===== src/rtl/npc_lsu_if.sv =====
// npc_lsu_if: bus bundle between the LSU, its requester (EXU/WBU) and data memory.
//   req_*  : EXU -> LSU request (valid/ready, wen, addr, wdata, size, sext)
//   resp_* : LSU -> WBU response (valid/ready, rdata, err)
//   mem_*  : LSU -> memory request and memory -> LSU read data / ack
// Modports:
//   slave  : the LSU's view
//   master : the environment's view (EXU + memory model)
interface npc_lsu_if;
  logic        req_valid;
  logic        req_ready;
  logic        req_wen;
  logic [31:0] req_addr;
  logic [31:0] req_wdata;
  logic [1:0]  req_size;
  logic        req_sext;
  logic        resp_valid;
  logic        resp_ready;
  logic [31:0] resp_rdata;
  logic        resp_err;
  logic        mem_valid;
  logic        mem_ready;
  logic        mem_wen;
  logic [31:0] mem_addr;
  logic [31:0] mem_wdata;
  logic [7:0]  mem_wmask;
  logic        mem_rvalid;
  logic [31:0] mem_rdata;

  modport slave (
    input  req_valid, req_wen, req_addr, req_wdata, req_size, req_sext,
    output req_ready,
    output resp_valid, resp_rdata, resp_err,
    input  resp_ready,
    output mem_valid, mem_wen, mem_addr, mem_wdata, mem_wmask,
    input  mem_ready, mem_rvalid, mem_rdata
  );

  modport master (
    output req_valid, req_wen, req_addr, req_wdata, req_size, req_sext,
    input  req_ready,
    input  resp_valid, resp_rdata, resp_err,
    output resp_ready,
    input  mem_valid, mem_wen, mem_addr, mem_wdata, mem_wmask,
    output mem_ready, mem_rvalid, mem_rdata
  );
endinterface


===== src/rtl/npc_lsu.sv =====
// npc_lsu: load/store initiator for the NPC core.
// Accepts one load/store from EXU, issues a word-aligned memory request with a
// byte mask and lane-shifted write data, then returns the lane-aligned,
// sign/zero-extended load data (or 0 for stores) to WBU.
// Ports:
//   clk    : clock, rising edge
//   rst_n  : asynchronous active-low reset
//   bus    : npc_lsu_if.slave (req_*, resp_*, mem_* groups)
// Parameters:
//   TIMEOUT_W : WAIT-state watchdog width; timeout after 2**TIMEOUT_W-1 WAIT
//               cycles without mem_rvalid.
// Build option:
//   LSU_MISALIGN_TRAP_EN : when defined, misaligned half/word accesses skip
//                          memory and respond with resp_err=1.
module npc_lsu #(
  parameter int unsigned TIMEOUT_W = 8
) (
  input  logic       clk,
  input  logic       rst_n,
  npc_lsu_if.slave   bus
);

  localparam logic [1:0] S_IDLE = 2'd0;
  localparam logic [1:0] S_REQ  = 2'd1;
  localparam logic [1:0] S_WAIT = 2'd2;
  localparam logic [1:0] S_RESP = 2'd3;

  logic [1:0]           state;
  logic                 wen_q;
  logic [31:0]          addr_q;
  logic [31:0]          wdata_q;
  logic [1:0]           size_q;
  logic                 sext_q;
  logic [31:0]          rdata_q;
  logic                 err_q;
  logic [TIMEOUT_W-1:0] wd_q;

  logic [TIMEOUT_W-1:0] wd_inc;
  logic [1:0]           off;
  logic [3:0]           mask4;
  logic [31:0]          wdata_sh;
  logic [31:0]          lane;
  logic [31:0]          load_ext;
  logic                 in_req;
  logic                 in_resp;
  logic                 misalign;

  assign off     = addr_q[1:0];
  assign in_req  = (state == S_REQ);
  assign in_resp = (state == S_RESP);
  assign wd_inc  = wd_q + 1'b1;

  // Size 2'b11 is treated as a word, so size_q[1] alone selects word behaviour.
  // Shifts are evaluated in 4-bit context: lanes past byte 3 are dropped.
  always_comb begin
    mask4 = 4'b0000;
    if (size_q[1])          mask4 = 4'b1111;
    else if (size_q[0])     mask4 = 4'b0011 << off;
    else                    mask4 = 4'b0001 << off;
  end

  assign wdata_sh = wdata_q << {off, 3'b000};
  assign lane     = bus.mem_rdata >> {off, 3'b000};

  always_comb begin
    load_ext = lane;
    case (size_q)
      2'b00:   load_ext = sext_q ? {{24{lane[7]}}, lane[7:0]}
                                 : {24'h000000, lane[7:0]};
      2'b01:   load_ext = sext_q ? {{16{lane[15]}}, lane[15:0]}
                                 : {16'h0000, lane[15:0]};
      default: load_ext = lane;
    endcase
  end

`ifdef LSU_MISALIGN_TRAP_EN
  assign misalign = ((bus.req_size == 2'b01) && bus.req_addr[0]) ||
                    (bus.req_size[1] && (bus.req_addr[1:0] != 2'b00));
`else
  assign misalign = 1'b0;
`endif

  always_ff @(posedge clk or negedge rst_n) begin
    if (!rst_n) begin
      state   <= S_IDLE;
      wen_q   <= 1'b0;
      addr_q  <= '0;
      wdata_q <= '0;
      size_q  <= '0;
      sext_q  <= 1'b0;
      rdata_q <= '0;
      err_q   <= 1'b0;
      wd_q    <= '0;
    end else begin
      case (state)
        S_IDLE: begin
          if (bus.req_valid) begin
            wen_q   <= bus.req_wen;
            addr_q  <= bus.req_addr;
            wdata_q <= bus.req_wdata;
            size_q  <= bus.req_size;
            sext_q  <= bus.req_sext;
            rdata_q <= '0;
            wd_q    <= '0;
            if (misalign) begin
              err_q <= 1'b1;
              state <= S_RESP;
            end else begin
              err_q <= 1'b0;
              state <= S_REQ;
            end
          end
        end
        S_REQ: begin
          if (bus.mem_ready) begin
            wd_q  <= '0;
            state <= S_WAIT;
          end
        end
        S_WAIT: begin
          // Ack wins over a timeout landing in the same cycle.
          if (bus.mem_rvalid) begin
            rdata_q <= wen_q ? '0 : load_ext;
            err_q   <= 1'b0;
            state   <= S_RESP;
          end else if (wd_inc == '1) begin
            rdata_q <= '0;
            err_q   <= 1'b1;
            state   <= S_RESP;
          end else begin
            wd_q <= wd_inc;
          end
        end
        default: begin
          if (bus.resp_ready) state <= S_IDLE;
        end
      endcase
    end
  end

  // Outputs are gated by state so nothing leaks outside its phase.
  assign bus.req_ready  = rst_n & (state == S_IDLE);
  assign bus.mem_valid  = in_req;
  assign bus.mem_wen    = in_req & wen_q;
  assign bus.mem_addr   = in_req ? {addr_q[31:2], 2'b00} : '0;
  assign bus.mem_wdata  = (in_req && wen_q) ? wdata_sh : '0;
  assign bus.mem_wmask  = (in_req && wen_q) ? {4'b0000, mask4} : '0;
  assign bus.resp_valid = in_resp;
  assign bus.resp_rdata = in_resp ? rdata_q : '0;
  assign bus.resp_err   = in_resp & err_q;

endmodule


===== src/flat_wrapper.sv =====
// flat-port wrapper written by rule: the top's interface ports become plain ports
module npc_lsu_flat 
#(
  parameter int unsigned TIMEOUT_W = 8
)
  (clk, rst_n, bus_req_valid, bus_req_wen, bus_req_addr, bus_req_wdata, bus_req_size, bus_req_sext, bus_req_ready, bus_resp_valid, bus_resp_rdata, bus_resp_err, bus_resp_ready, bus_mem_valid, bus_mem_wen, bus_mem_addr, bus_mem_wdata, bus_mem_wmask, bus_mem_ready, bus_mem_rvalid, bus_mem_rdata);
  npc_lsu_if bus_i ();
  input  logic clk;
  input  logic rst_n;
  input wire logic [$bits(bus_i.req_valid)-1:0] bus_req_valid;
  input wire logic [$bits(bus_i.req_wen)-1:0] bus_req_wen;
  input wire logic [$bits(bus_i.req_addr)-1:0] bus_req_addr;
  input wire logic [$bits(bus_i.req_wdata)-1:0] bus_req_wdata;
  input wire logic [$bits(bus_i.req_size)-1:0] bus_req_size;
  input wire logic [$bits(bus_i.req_sext)-1:0] bus_req_sext;
  output wire logic [$bits(bus_i.req_ready)-1:0] bus_req_ready;
  output wire logic [$bits(bus_i.resp_valid)-1:0] bus_resp_valid;
  output wire logic [$bits(bus_i.resp_rdata)-1:0] bus_resp_rdata;
  output wire logic [$bits(bus_i.resp_err)-1:0] bus_resp_err;
  input wire logic [$bits(bus_i.resp_ready)-1:0] bus_resp_ready;
  output wire logic [$bits(bus_i.mem_valid)-1:0] bus_mem_valid;
  output wire logic [$bits(bus_i.mem_wen)-1:0] bus_mem_wen;
  output wire logic [$bits(bus_i.mem_addr)-1:0] bus_mem_addr;
  output wire logic [$bits(bus_i.mem_wdata)-1:0] bus_mem_wdata;
  output wire logic [$bits(bus_i.mem_wmask)-1:0] bus_mem_wmask;
  input wire logic [$bits(bus_i.mem_ready)-1:0] bus_mem_ready;
  input wire logic [$bits(bus_i.mem_rvalid)-1:0] bus_mem_rvalid;
  input wire logic [$bits(bus_i.mem_rdata)-1:0] bus_mem_rdata;
  assign bus_i.req_valid = bus_req_valid;
  assign bus_i.req_wen = bus_req_wen;
  assign bus_i.req_addr = bus_req_addr;
  assign bus_i.req_wdata = bus_req_wdata;
  assign bus_i.req_size = bus_req_size;
  assign bus_i.req_sext = bus_req_sext;
  assign bus_req_ready = bus_i.req_ready;
  assign bus_resp_valid = bus_i.resp_valid;
  assign bus_resp_rdata = bus_i.resp_rdata;
  assign bus_resp_err = bus_i.resp_err;
  assign bus_i.resp_ready = bus_resp_ready;
  assign bus_mem_valid = bus_i.mem_valid;
  assign bus_mem_wen = bus_i.mem_wen;
  assign bus_mem_addr = bus_i.mem_addr;
  assign bus_mem_wdata = bus_i.mem_wdata;
  assign bus_mem_wmask = bus_i.mem_wmask;
  assign bus_i.mem_ready = bus_mem_ready;
  assign bus_i.mem_rvalid = bus_mem_rvalid;
  assign bus_i.mem_rdata = bus_mem_rdata;
  npc_lsu #(.TIMEOUT_W(TIMEOUT_W)) u_core (.clk(clk), .rst_n(rst_n), .bus(bus_i));
endmodule

===== config.mk =====
export PLATFORM = sky130hd
export DESIGN_NAME = npc_lsu_flat
export DESIGN_NICKNAME = d
export VERILOG_FILES = /design/src/rtl/npc_lsu_if.sv /design/src/rtl/npc_lsu.sv /design/src/flat_wrapper.sv
export SDC_FILE = /design/constraint.sdc
export NUM_CORES = 1
export LEC_CHECK = 0
export ABC_AREA = 1
export CAP_MARGIN = 20
export CORE_MARGIN = 2
export CORE_UTILIZATION = 44
export CTS_BUF_LIST = sky130_fd_sc_hd__clkbuf_16
export DETAILED_ROUTE_END_ITERATION = 8
export DONT_BUFFER_PORTS = 1
export PLACE_DENSITY = 0.67
export SLEW_MARGIN = 40
export SYNTH_ARGS = -nofsm -noshare
export SYNTH_HDL_FRONTEND = slang
export SYNTH_SLANG_ARGS = --single-unit

===== constraint.sdc =====
create_clock -name clk -period 2.6 [get_ports clk]
set_clock_uncertainty 0.1 [all_clocks]
set_input_delay 0.52 -clock clk [delete_from_list [all_inputs] [get_ports clk]]
set_output_delay 0.52 -clock clk [all_outputs]
set_load 0.02 [all_outputs]

==> results of run 1 <==
==> per-stage QoR <==
step,setup TNS [ns],instances
2_1_floorplan,-1.21,862
3_3_place_gp,0,1045
3_5_place_dp,0,1045
4_1_cts,0,1062
5_1_grt,-0.0516,1065
6_report,0,1066
==> cell families after synthesis <==
group	share of synthesized area
buffers and inverters	0.104
other	0.000581
DFF	0.430
and+or+nand+nor	0.268
muxes	0.0888
AOI/OAI and AO/OA	0.0938
xor gates and xnor gates	0.00136
adders and majority gates	0.0136
==> where the power goes <==
part           switching [mW]  total, mW  internal (mW)
clock                   0.636       1.28          0.643
sequential              0.385       2.77           2.39
combinational            2.81       4.31           1.50
==> repair_timing <==
action,4_1_cts,5_1_grt
cloned,0,1
resized for setup,11,11
setup endpoints to repair,19,17
endpoints found under the hold margin,111,111
buffers inserted,1,2
==> final cells by class <==
| class | instances | area share |
|---|---|---|
| Antenna cell | 1 | 0.000341 |
| Clock buffer | 9 | 0.0307 |
| Clock inverter | 7 | 0.00563 |
| Inverter | 104 | 0.0533 |
| Multi-Input combinational cell | 592 | 0.429 |
| Sequential cell | 111 | 0.379 |
| Tap cell | 184 | 0.0314 |
| Timing Repair Buffer | 58 | 0.0702 |
==> synth_stat cells, drive strengths merged <==
cell,number,share of area
nor2,75,0.046
buf,30,0.028
nand2,279,0.17
a21oi,43,0.033
o32ai,9,0.012
mux2,50,0.087
clkbuf,25,0.015
nand3b,2,0.0043
nand3,58,0.046
nor3b,1,0.0019
ha,7,0.014
clkinv,2,0.0012
or2,1,0.00097
inv,102,0.059
o22ai,8,0.0078
conb,1,0.00058
o21ai,39,0.030
mux2i,1,0.0016
o21bai,2,0.0023
xnor2,1,0.0014
nand4,2,0.0019
a31oi,7,0.0068
dfrtp,111,0.43
o31ai,1,0.0012
==> worst min path at each step <==
stage,from,endpoint,cells after the start
after detailed placement,rst_n,u_core.wd_q[1],0
after global routing,rst_n,u_core.wd_q[0],0
after global placement,rst_n,u_core.wd_q[2],0
final,rst_n,u_core.rdata_q[14],0
after floorplan,rst_n,u_core.addr_q[0],0
after CTS,rst_n,u_core.wdata_q[22],0
==> sequential cells by signal, indices dropped and copies added (netlist names), 2 cells and up <==
register	flops
u_core.state	2
u_core.size_q	2
u_core.rdata_q	32
u_core.wdata_q	32
u_core.addr_q	32
u_core.wd_q	8
==> per-layer routing <==
layer  GRT usage  vias up  routed length, um
met5           0        -                  0
met4      0.0471        0                161
met3      0.0881       16               1850
met2       0.353      247               8320
met1       0.289     2652               7110
li1            -     2732                  -
==> worst register-to-register path: stages, from the launching register on <==
cell and delay [ns]:
dfrtp_1 0.38, buf_4 0.13, buf_4 0.14, ha_1 0.25, nand2_1 0.10, or2_1 0.38
inv_2 0.18, nand2_2 0.27, nor2_1 0.07, nand3_1 0.09, nand2_1 0.06
==> flow_metrics.tcl, run 1 <==
set metrics [dict create \
    grt_overflow 0 \
    routedWlPerCell_um 16.4 \
    endpoint "bus_mem_wdata[20]" \
    cp.required_ns 1.98 \
    area_growth_pct 13.5 \
    slew_viol_final 0 \
    failed_checks "negative hold slack" \
    remaining_drc_errors 0 \
    rr_worst_depth 10 \
    root_buffer "clkbuf_16" \
    initialDrtViolationCount 431 \
    port_buffers 0 \
    peakVddDrop_v 0.000602 \
    first_pass_iters 5 \
    place_area_mm2 0.00689 \
    crit_slowest_cell "dfrtp_1" \
    final_area_mm2 0.00733 \
    rr_endpoint "u_core.rdata_q[27]" \
    synth_seq_cells 111 \
    arrival_ns 1.92 \
    avgViaCountPerCell 5.30 \
    initial_core_util 0.448 \
    antenna_found_initial 1 \
    htreeDepth 3 \
    seqCellArea_mm2 0.00278 \
    cp_num_buf_inv 5 \
    die_x_um 125 \
    outcome "complete, but fails checks" \
    cts_buffers 9 \
    maxCapViolations 0 \
    max_stage_delay_ns 0.38 \
    hold_path.class "input port to async pin" \
    gp_congestion 0.885 \
    clock_path_buffers 2 \
    final_cell_mix "nand2_1, dfrtp_1, inv_1" \
    die_area_mm2 0.0157 \
    worst_slew_pin_slew_ns 0.502 \
    clkLatencyLatePin_ns 0.35 \
    synth_warnings 0 \
    cellLeakagePower_nw 4.00 \
    timing.final.crit_period_ns 2.54 \
    worstSetupEndpointType "output port" \
    io_pins 215 \
    max_freq_mhz 393 \
    crit_cells 9 \
    die_h_um 125 \
    cts_tree "built" \
    critPathLaunchType "flip-flop" \
    layout_commonest_cell "nand2_1" \
    cts.sinks 111 \
    drive_above_1_share 0.173 \
    criticalPathCategory "flip-flop to output port" \
    startpoint "u_core.state[1]" \
    drt-total-wl_um 17400 \
    setup_viol 0 \
    grt_pass1_wl_um 27900 \
    ant_nets 0 \
    nNetsFinal 989 \
    path_clk_slew_ns 0.07 \
    hpwl_um 12600 \
    cp_cell_sequence "inv_1 > ha_2 > nand2_2 > inv_2 > buf_8 > nand2_4 > buf_12 > o32ai_4 > buf_4" \
    avgSynthCellArea_um2 7.53 \
    power_density_mw_per_mm2 1140 \
    synth_cell_types 34 \
    finalHoldViolCount 111 \
    multi_input_area_mm2 0.00315 \
    nFillCells 1437 \
    worst_slack_ns 0.0552 \
    reg2reg_from "u_core.state[1]" \
    seq_area_frac_synth 0.430 \
    worstPathMaxFanout 9 \
    grt_pass1_vias 5150 \
    track_usage 0.222 \
    final_util 0.508 \
    netlist_area_mm2 0.00645 \
    period_share 0.979 \
    rows 44 \
    hold-worst-slack_ns -0.242 \
    cp_top_family "buffers and inverters" \
    r2r_slack_ns 0.33 \
    syn_inst 857 \
    coreArea_mm2 0.0144 \
    post-place-ws_ns 0.235 \
    grt_max_degree 113 \
    vias 5647 \
    max_slew_margin 0.666 \
    total_power_mw 8.36 \
]
Power figures use the tool's default switching activity.
==> run 2: changes to the inputs <==
Settings changed: ABC_AREA 1 to not set, CTS_CLUSTER_DIAMETER set to 200.
==> run 2 against run 1 <==
The run still ends with negative hold slack left. Utilization decreased by 0.82 points. Critical path depth down 2. First-iteration DRC count fell by 26%. Critical endpoint is now bus_mem_wdata[4]. Clock-buffer cell count is the same. Synthesized cell count fell by 33%. Clock power is essentially flat. Largest cell class unchanged. Non-clock buffer count fell by 7. Total power fell by 0.33%. Sequential power rose by 14%. Combinational power is 9.0% lower. Hold slack better by 0.0012 ns.
==> flow_metrics.tcl, run 2 <==
set metrics [dict create \
    place_area_mm2 0.00655 \
    netSwitchingFraction 0.414 \
    die_area_mm2 0.0149 \
    r2r_slack_ns 0.12 \
    htreeDepth 3 \
    synth_common_cells "dfrtp_1, mux2_2, and2_1" \
    worstPathMaxFanout 21 \
    coreArea_mm2 0.0138 \
    rows 43 \
    synth_edf_count 0 \
    cellLeakagePower_nw 3.02 \
    cts_tree "built" \
    worst_slack_ns 0.108 \
    syn_inst 574 \
    ant_nets 0 \
    final_area_mm2 0.00689 \
    setup_viol 0 \
    grt_max_degree 113 \
    rsz0062_at_grt "false" \
    reg_top3 "u_core.addr_q (32), u_core.rdata_q (32), u_core.wdata_q (32)" \
    synth_most_common_cell "dfrtp_1" \
    drive_above_1_share 0.279 \
    wl_met3_um 1300 \
    avgSynthCellArea_um2 10.7 \
    outcome "complete, but fails checks" \
    slew_viol_final 0 \
    layout_commonest_cell "dfrtp_1" \
    final_cells 775 \
    nNetsFinal 705 \
    critPathLaunchType "flip-flop" \
    routedWlPerCell_um 21.4 \
    criticalPathCategory "flip-flop to output port" \
    remaining_drc_errors 0 \
    grt_pass1_vias 4579 \
    timing.final.crit_period_ns 2.49 \
    initial_core_util 0.446 \
    area_growth_pct 12.2 \
    setup_tns_ns 0 \
    clkLatencyLatePin_ns 0.35 \
    hold_path.class "input port to async pin" \
    maxCapViolations 0 \
    hpwl_um 11700 \
    synth_area_leaders "dfrtp_1, mux2_2, and2_1" \
    track_usage 0.214 \
    hold-worst-slack_ns -0.241 \
    dp_cells 760 \
    grt_pass1_wl_um 24500 \
    port_buffers 0 \
    synth_seq_cells 111 \
    grt_overflow 0 \
    worstSetupEndpointType "output port" \
    peakVddDrop_v 0.000635 \
    reg2reg_from "u_core.wd_q[0]" \
    period_share 0.959 \
    initialDrtViolationCount 321 \
    clock_path_buffers 2 \
    synth_cell_types 48 \
    drt-total-wl_um 16600 \
    dr.max_layer_used "met4" \
    wl_met1_um 6640 \
    final_cell_mix "dfrtp_1, mux2_2, and2_1" \
    io_pins 215 \
    finalHoldViolCount 111 \
    startpoint "u_core.state[1]" \
    vias 4531 \
    power.switching_mw 3.45 \
    antenna_found_initial 0 \
    seq_area_frac_synth 0.452 \
    max_slew_margin 0.618 \
    max_freq_mhz 401 \
    synth_top_area_share 0.452 \
    nFillCells 1273 \
    post_cts_buffers 0 \
    failed_checks "negative hold slack" \
    rr_endpoint "u_core.rdata_q[19]" \
    ys.flop_type "dfrtp_1" \
    gp_congestion 0.882 \
    die_h_um 122 \
    first_pass_iters 4 \
    power_frac_seq 0.379 \
    synth_warnings 0 \
    rr_worst_depth 6 \
    post-place-ws_ns 0.0339 \
    cts_buffers 9 \
    async_flop_share 1.00 \
    avgViaCountPerCell 5.85 \
    worst_slew_pin_slew_ns 0.570 \
    met2_length_um 8130 \
    netlist_area_mm2 0.00614 \
    cp.required_ns 1.98 \
    cts.sinks 111 \
    die_x_um 122 \
    endpoint "bus_mem_wdata[4]" \
    combPwrFrac 0.470 \
    synth_top_cell_by_area "dfrtp_1" \
    p_int_mw 4.89 \
    power_density_mw_per_mm2 1210 \
    p_clk_frac 0.151 \
    arrival_ns 1.87 \
    root_buffer "clkbuf_16" \
    path_clk_slew_ns 0.07 \
    diodes 0 \
]
[run 2: logic make-up (layout without fill, tap and decap cells)]
kind of cell	Yosys count	after routing	synth area share
XOR/XNOR	2	2	0.00285
AO/OA/AOI/OAI	108	109	0.127
other	1	6	0.000611
adder cells (fa/ha/maj)	7	7	0.0143
flip-flops	111	111	0.452
buffers and inverters	56	71	0.0414
multiplexers	112	112	0.200
AND/OR/NAND/NOR	177	177	0.161
[run 2: how the worst min path moves through the flow]
stage | to | slack [ns] | cells after the start
final | u_core.addr_q[23] | -0.24 | 0
after global routing | u_core.addr_q[5] | -0.26 | 0
after CTS | u_core.addr_q[23] | -0.25 | 0
after detailed placement | u_core.addr_q[5] | 0.13 | 0
after global placement | u_core.addr_q[23] | 0.13 | 0
after floorplan | u_core.addr_q[0] | 0.12 | 0
[run 2: worst max-delay path, cell delays in order (launching register included)]
cell and delay, ns:
dfrtp_2 0.45, inv_1 0.09, ha_1 0.20, nand2_1 0.08
buf_6 0.17, inv_2 0.10, buf_6 0.16, and3_2 0.26
[run 2: power by group through the flow]
stage / sequential [mW] / combinational (mW) / clock [mW]
2_1_floorplan: 2.81 / 3.15 / 0
3_3_place_gp: 3.11 / 3.73 / 0
3_5_place_dp: 3.15 / 3.83 / 0
4_1_cts: 3.13 / 3.86 / 1.27
5_1_grt: 3.25 / 4.26 / 1.34
6_report: 3.15 / 3.92 / 1.26
[run 2: through the flow]
stage,util,hold slack [ns],power [mW]
after floorplan,-,0.124,5.96
after global placement,0.475,0.127,6.84
after detailed placement,0.476,0.126,6.99
after CTS,0.495,-0.253,8.26
after global routing,0.500,-0.257,8.84
final,0.500,-0.241,8.33
[run 2: final cells by class]
| class | count | area [um2] | share of cell area |
|---|---|---|---|
| clock buffers | 9 | 225 | 0.0327 |
| multi-input cells | 413 | 3210 | 0.466 |
| well taps | 180 | 225 | 0.0327 |
| flip-flops and latches | 111 | 2780 | 0.404 |
| inverters | 6 | 22.5 | 0.00327 |
| clock inverters | 5 | 27.5 | 0.00400 |
| repair buffers | 51 | 394 | 0.0572 |
[run 2: what timing repair did]
item,4_1_cts,5_1_grt
hold endpoints to repair,111,111
pin swaps,0,1
setup endpoints to repair,18,41
cloned,0,1
gates resized for setup,5,20
[run 2: per-layer routing]
metal	GRT usage	vias up
met5	0	-
met4	0.0934	0
met3	0.0669	30
met2	0.342	171
met1	0.268	2243
li1	-	2087
